### src/rtl/skolem_chk_pkg.sv
// Shared definitions for the Skolem urem checker.
//   CHK_W      operand width of the bvule/bvurem0 Skolem core
//   CHK_IDX_W  width of a bit index into a CHK_W-bit operand
//   state_t    sequencer states IDLE -> APPLY -> DIV -> DONE
package skolem_chk_pkg;

  localparam int CHK_W     = 4;
  localparam int CHK_IDX_W = $clog2(CHK_W);

  typedef enum logic [1:0] {
    IDLE  = 2'd0,
    APPLY = 2'd1,
    DIV   = 2'd2,
    DONE  = 2'd3
  } state_t;

endpackage

### src/rtl/bv_urem_serial.sv
// Serial restoring remainder unit, one dividend bit per cycle, MSB first.
// Ports:
//   clk, rst_n  clock, asynchronous active-low reset
//   start       1-cycle pulse: clear remainder, point at dividend MSB
//   dividend    W-bit dividend, held stable for the whole run
//   divisor     W-bit divisor, held stable for the whole run
//   done        1-cycle pulse the cycle after the last iteration
//   rem         remainder, valid from done until the next start
// With divisor==0 the compare always succeeds and the unit simply shifts
// the dividend in, so rem ends equal to the dividend.
module bv_urem_serial
  import skolem_chk_pkg::*;
#(
  parameter int W     = CHK_W,
  parameter int IDX_W = CHK_IDX_W
) (
  input  logic         clk,
  input  logic         rst_n,
  input  logic         start,
  input  logic [W-1:0] dividend,
  input  logic [W-1:0] divisor,
  output logic         done,
  output logic [W-1:0] rem
);

  logic [W-1:0]     rem_q;
  logic [W-1:0]     rem_d;
  logic [IDX_W-1:0] idx_q;
  logic             active_q;
  logic             done_q;
  logic [W:0]       shifted;
  logic             ge;

  // NOTE: every always_comb output gets a default first so no path leaves
  // it unassigned, which would otherwise infer a latch.
  always_comb begin
    shifted = {rem_q, dividend[idx_q]};
    ge      = (shifted >= {1'b0, divisor});
    rem_d   = shifted[W-1:0];
    // The true difference is below the divisor, so the low W bits of the
    // subtraction are exact even though shifted is W+1 bits wide.
    if (ge) rem_d = shifted[W-1:0] - divisor;
  end

  // NOTE: sequential state uses non-blocking assignments so every register
  // samples pre-edge values regardless of statement order.
  always_ff @(posedge clk or negedge rst_n) begin
    if (!rst_n) begin
      rem_q    <= '0;
      idx_q    <= '0;
      active_q <= 1'b0;
      done_q   <= 1'b0;
    end else if (start) begin
      rem_q    <= '0;
      idx_q    <= IDX_W'(W - 1);
      active_q <= 1'b1;
      done_q   <= 1'b0;
    end else if (active_q) begin
      rem_q <= rem_d;
      if (idx_q == '0) begin
        active_q <= 1'b0;
        done_q   <= 1'b1;
      end else begin
        idx_q <= idx_q - 1'b1;
      end
    end else begin
      done_q <= 1'b0;
    end
  end

  assign done = done_q;
  assign rem  = rem_q;

endmodule

### config.mk
export PLATFORM = sky130hd
export DESIGN_NAME = bv_urem_serial
export DESIGN_NICKNAME = d
export VERILOG_FILES = /design/src/rtl/skolem_chk_pkg.sv /design/src/rtl/bv_urem_serial.sv
export SDC_FILE = /design/constraint.sdc
export NUM_CORES = 1
export LEC_CHECK = 0
export CAP_MARGIN = 20
export CORE_MARGIN = 2
export CORE_UTILIZATION = 30
export DETAILED_ROUTE_END_ITERATION = 12
export PLACE_DENSITY_LB_ADDON = 0.15
export SYNTH_ARGS = -nofsm -noshare
export SYNTH_HDL_FRONTEND = slang
export SYNTH_SLANG_ARGS = --single-unit
export TNS_END_PERCENT = 10
### constraint.sdc
create_clock -name clk -period 2.26 [get_ports clk]
set_input_delay 0.452 -clock clk [delete_from_list [all_inputs] [get_ports clk]]
set_output_delay 0.452 -clock clk [all_outputs]
set_load 0.02 [all_outputs]
== Word-level counts from Yosys, hierarchy flattened ==
Cells that the tools add are included.

* Register bits after elaboration: 8
* Latch bits: 0
* Bits in writable memories: 0
* Bits in read-only memories: 0
* Logic and storage cells: 27
* Memories: 0

* $add $sub $neg: 2
* Multipliers: 0
* Divide/modulo/power cells: 0
* $lt $le $gt $ge: 2
* Equality and inequality tests: 2
* Shift-type cells: 0
* Mux-type cells: 14
* Bitwise gates (word level): 0
* Reductions and logical operators: 3

{| class="wikitable"
|+ Operators by type and width
! kind !! number
|-
| 4-bit two-way mux || 3
|-
| 1-bit two-way mux || 7
|-
| 2-bit two-way mux || 3
|-
| 5-bit by 4-bit >= comparator with 1-bit output || 1
|-
| 4-bit subtractor || 1
|-
| 2-bit by 3-bit less-than comparator with 1-bit output, second input constant || 1
|-
| 3-bit by 2-bit inequality test with 1-bit output, second input constant || 1
|-
| 1-bit binary-select mux with 2-bit select || 1
|-
| 2-bit zero test || 1
|-
| 2-bit inequality test, second input constant || 1
|-
| 2-bit AND reduction || 1
|-
| 2-bit nonzero test || 1
|-
| 2-bit by 1-bit subtractor with 2-bit output, second input constant || 1
|}

== Logic depth before layout (Yosys ltp) ==
* Depth after elaboration: 6
* Gate-level depth with buffers: 7
* Depth with buffers taken out: 7

== Worst setup path before layout ==
Ideal clock, no wire load.

* Kind: input -> register
* From: input dividend[3]
* To: register rem_q[1] (netlist: rem[1])
* Arrival time: 2087 ps
* Data required time: 2161 ps
* Slack: 74 ps
* Stages on the path: 7
* Cell sequence: mux4_2 inv_1 ha_1 or3b_4 a21oi_4 o211ai_1 a311oi_1

* Cells in the longest elaborated chain, start to end: 6

{| class="wikitable"
|+ RTL lines
! what !! line !! text
|-
| start: declaration || bv_urem_serial.sv:20 || <nowiki>input logic [W-1:0] dividend,</nowiki>
|-
| 1-bit binary-select mux with 2-bit select * || bv_urem_serial.sv:37 || <nowiki>shifted = {rem_q, dividend[idx_q]};</nowiki>
|-
| 1-bit two-way mux (implied by the code) * || bv_urem_serial.sv:37 ||
|-
| 4-bit subtractor or 5-bit by 4-bit >= comparator with 1-bit output (tied branches) || bv_urem_serial.sv:42, bv_urem_serial.sv:38 ||
|-
| 4-bit two-way mux * || bv_urem_serial.sv:42 || <nowiki>if (ge) rem_d = shifted[W-1:0] - divisor;</nowiki>
|-
| 4-bit two-way mux * || bv_urem_serial.sv:58 || <nowiki>end else if (active_q) begin</nowiki>
|-
| 4-bit two-way mux * || bv_urem_serial.sv:53 || <nowiki>end else if (start) begin</nowiki>
|-
| end signal: assignment || bv_urem_serial.sv:59 || <nowiki>rem_q <= rem_d;</nowiki>
|-
| end: declaration || bv_urem_serial.sv:26 || <nowiki>logic [W-1:0] rem_q;</nowiki>
|}

Mark *: on every way between the ends. The rest lies on a longest branch, timed or not. The select of a mux whose other input is x is not followed.
A chain may end at the register's enable or synchronous reset.

== Worst setup path after layout ==
* From: input dividend[2]
* To: register rem_q[1] (netlist: rem[1])

Same word-level chain as after synthesis.

==> results_dict.tcl <==
set metrics [dict create \
    total_leakage_power_uw 0.000419 \
    setup_viol 0 \
    die_h_um 49.9 \
    synthesis.nets 85 \
    final_area_um2 901 \
    layout-drive-gt1-share_pct 18.3 \
    p_per_area_nw_per_um2 1060 \
    timing.final.crit_share_pct 97.2 \
    slew_violations 0 \
    netlist_area_um2 633 \
    grt_pass1_vias 570 \
    p_clk_share_pct 11.7 \
    finish.utilization_pct 45.5 \
    wl_per_cell_um 11.6 \
    hold_viol_final 0 \
    critical_path_required_ns 2.41 \
    vdd_ir_drop_max_uv 508 \
    cap_viol_max_count 0 \
    io_pins 16 \
    drc_errors 0 \
    regArea_um2 200 \
    relSlewSlack_pct 74.0 \
    synth-seq-cells 8 \
    synthXorXnorAreaFrac_pct 1.38 \
    rsz0062_at_grt "yes" \
    avgSynthCellArea_um2 9.31 \
    dieArea_um2 2490 \
    synth_compound_area_share_pct 21.5 \
    ys_types 30 \
    yosys.area_share.simple_pct 23.5 \
    n_fill_cell 200 \
    overflow 0 \
    finalSetupTns_ns 0 \
    power_switching_uw 388 \
    final.min_clock_period_ns 2.20 \
    num-nets-final 112 \
    grt_use_total_pct 12.8 \
    clock-root-buffer "clkbuf_4" \
    start_util_pct 31.9 \
    crit_path_start_kind "input pin" \
    tightest_slew_ns 0.386 \
    most-common-layout-cells "11 x clkdlybuf4s50_1, 8 x inv_1, 8 x dfrtp_1" \
    clock_sinks 8 \
    syn_to_final_growth_pct 42.3 \
    seq_power_share_pct 24.8 \
    multi_input_area_um2 412 \
    placementRows 16 \
    layout.cells.most_common "clkdlybuf4s50_1" \
    placed_area_um2 855 \
    drtIter0Drc 6 \
    cp_max_fo 3 \
    ys_seq_area_share_pct 31.6 \
    detail-route-antenna-nets 0 \
    viasPerCell 4.93 \
    synth_top_family_by_area "simple AND/OR/NAND/NOR gates" \
    clk_latency_ns 0.25 \
    yosys_warnings 0 \
    numPortBuffers 15 \
    antenna_found_initial 0 \
    cp-end-kind "flop" \
    first_pass_iters 4 \
    totalWireLength_mm 1.39 \
    hold_class "in -> async" \
    clock_skew_ns 0.00798 \
    synthAdderAreaFrac_pct 13.0 \
    hpwl_mm 1.11 \
    total_power_uw 951 \
    outcome "complete, no violations" \
    coreArea_um2 1980 \
    clock.fmax_mhz 455 \
    synth_cells 68 \
    cts_buffers 3 \
    cts.path.max_buffers 2 \
    synthMuxAreaShare_pct 3.56 \
    swShare_pct 40.8 \
    worstPathArrival_ns 2.35 \
    grt_start_max_net_pins 9 \
    clk_pin_slew_ns 0.06 \
    die_width_um 49.9 \
    place.gp.congestion 0.822 \
    vias 591 \
    p_comb_share_pct 63.5 \
    p_int_uw 563 \
    cts_tree "built" \
    htree_num_levels 1 \
    grt_pass1_wl_mm 2.48 \
    antenna_cells 0 \
    critPathKind "in -> reg" \
]
-- power by group through the flow --
stage          Clock (µW)  Combinational [µW]  Sequential (µW)
4_1_cts               117                 594              238
2_1_floorplan           0                 355              262
5_1_grt               126                 678              247
3_3_place_gp            0                 572              240
6_report              111                 603              236
3_5_place_dp            0                 565              240
-- synth_stat cells (all sizes together) --
library cell | n | area (µm²)
nand3b | 2 | 15.0
nand2b | 3 | 18.8
dfrtp | 8 | 200
inv | 9 | 33.8
a211o | 1 | 8.76
nor3 | 2 | 10.0
nand3 | 1 | 5.00
o31ai | 1 | 7.51
or3b | 1 | 11.3
nor2b | 3 | 18.8
nand2 | 3 | 11.3
a32o | 1 | 10.0
a21oi | 2 | 21.3
xnor2 | 1 | 8.76
or3 | 1 | 6.26
o21ai | 3 | 15.0
o211ai | 2 | 15.0
a311oi | 2 | 17.5
mux4 | 1 | 22.5
and2b | 1 | 7.51
nor2 | 6 | 22.5
a21o | 1 | 8.76
fa | 1 | 20.0
o21a | 2 | 15.0
nor4 | 1 | 6.26
ha | 5 | 62.6
and2 | 1 | 6.26
o2111ai | 2 | 17.5
and3b | 1 | 10.0
-- registers in the layout, summed over array words and instances (netlist names) --
| signal | count |
|---|---|
| active_q | 1 |
| rem | 4 |
| idx_q | 2 |
| done | 1 |
-- cell type report --
class / instances / share of cell area, %
Multi-Input combinational cell: 51 / 45.7
Sequential cell: 8 / 22.2
Timing Repair Buffer: 22 / 22.1
Inverter: 9 / 3.75
Tap cell: 27 / 3.75
Clock buffer: 3 / 2.50
-- path summary, 6_finish.rpt --
path,from,to,slack [ns],cells past startpoint
min in group clk,done,done,0.49,1
min reg2reg,done,done,0.49,1
max reg2reg,idx_q[0],rem[1],0.07,7
min,rst_n,idx_q[0],0.48,1
max,dividend[2],rem[1],0.06,8
max in group asynchronous,rst_n,rem[3],1.50,1
-- kinds of logic (layout without fill, tap and decap cells) --
| logic type | after synthesis | after routing |
|---|---|---|
| and+or+nand+nor | 26 | 26 |
| xor gates and xnor gates | 1 | 1 |
| buffers and inverters | 9 | 34 |
| muxes | 1 | 1 |
| AOI/OAI and AO/OA | 17 | 17 |
| DFF | 8 | 8 |
| adders and majority gates | 6 | 6 |
-- per-stage QoR --
step                      setup slack, ns  std cells  hold slack [ns]
after CTS                          0.0344        119            0.487
after global placement             -0.432        115            0.473
after global routing              -0.0684        120            0.503
after detailed placement           -0.428        115            0.467
final                              0.0622        120            0.478
after floorplan                    0.0737         68            0.156
-- critical path, stage by stage --
cell,delay (ns)
dlygate4sd2_1,0.23
mux4_2,0.48
inv_2,0.08
ha_4,0.19
or3b_4,0.41
a21oi_4,0.15
o211ai_1,0.10
a311oi_1,0.27
-- what timing repair did --
action	CTS	global route
endpoints found under the setup margin	4	3
hold buffers	0	0
hold endpoints to repair	0	0
setup buffers	1	1
resized for setup	6	1
pin swaps	6	5
cloned	0	0
-- metal layers --
metal | wire length, µm | GRT usage, % | vias to the layer above
met1 | 619 | 17.0 | 277
li1 | - | - | 297
met2 | 704 | 19.8 | 13
met4 | 23 | 6.48 | 0
met5 | 0 | 0 | -
met3 | 47 | 2.42 | 4
No activity file was read; power rests on OpenSTA's default activity.
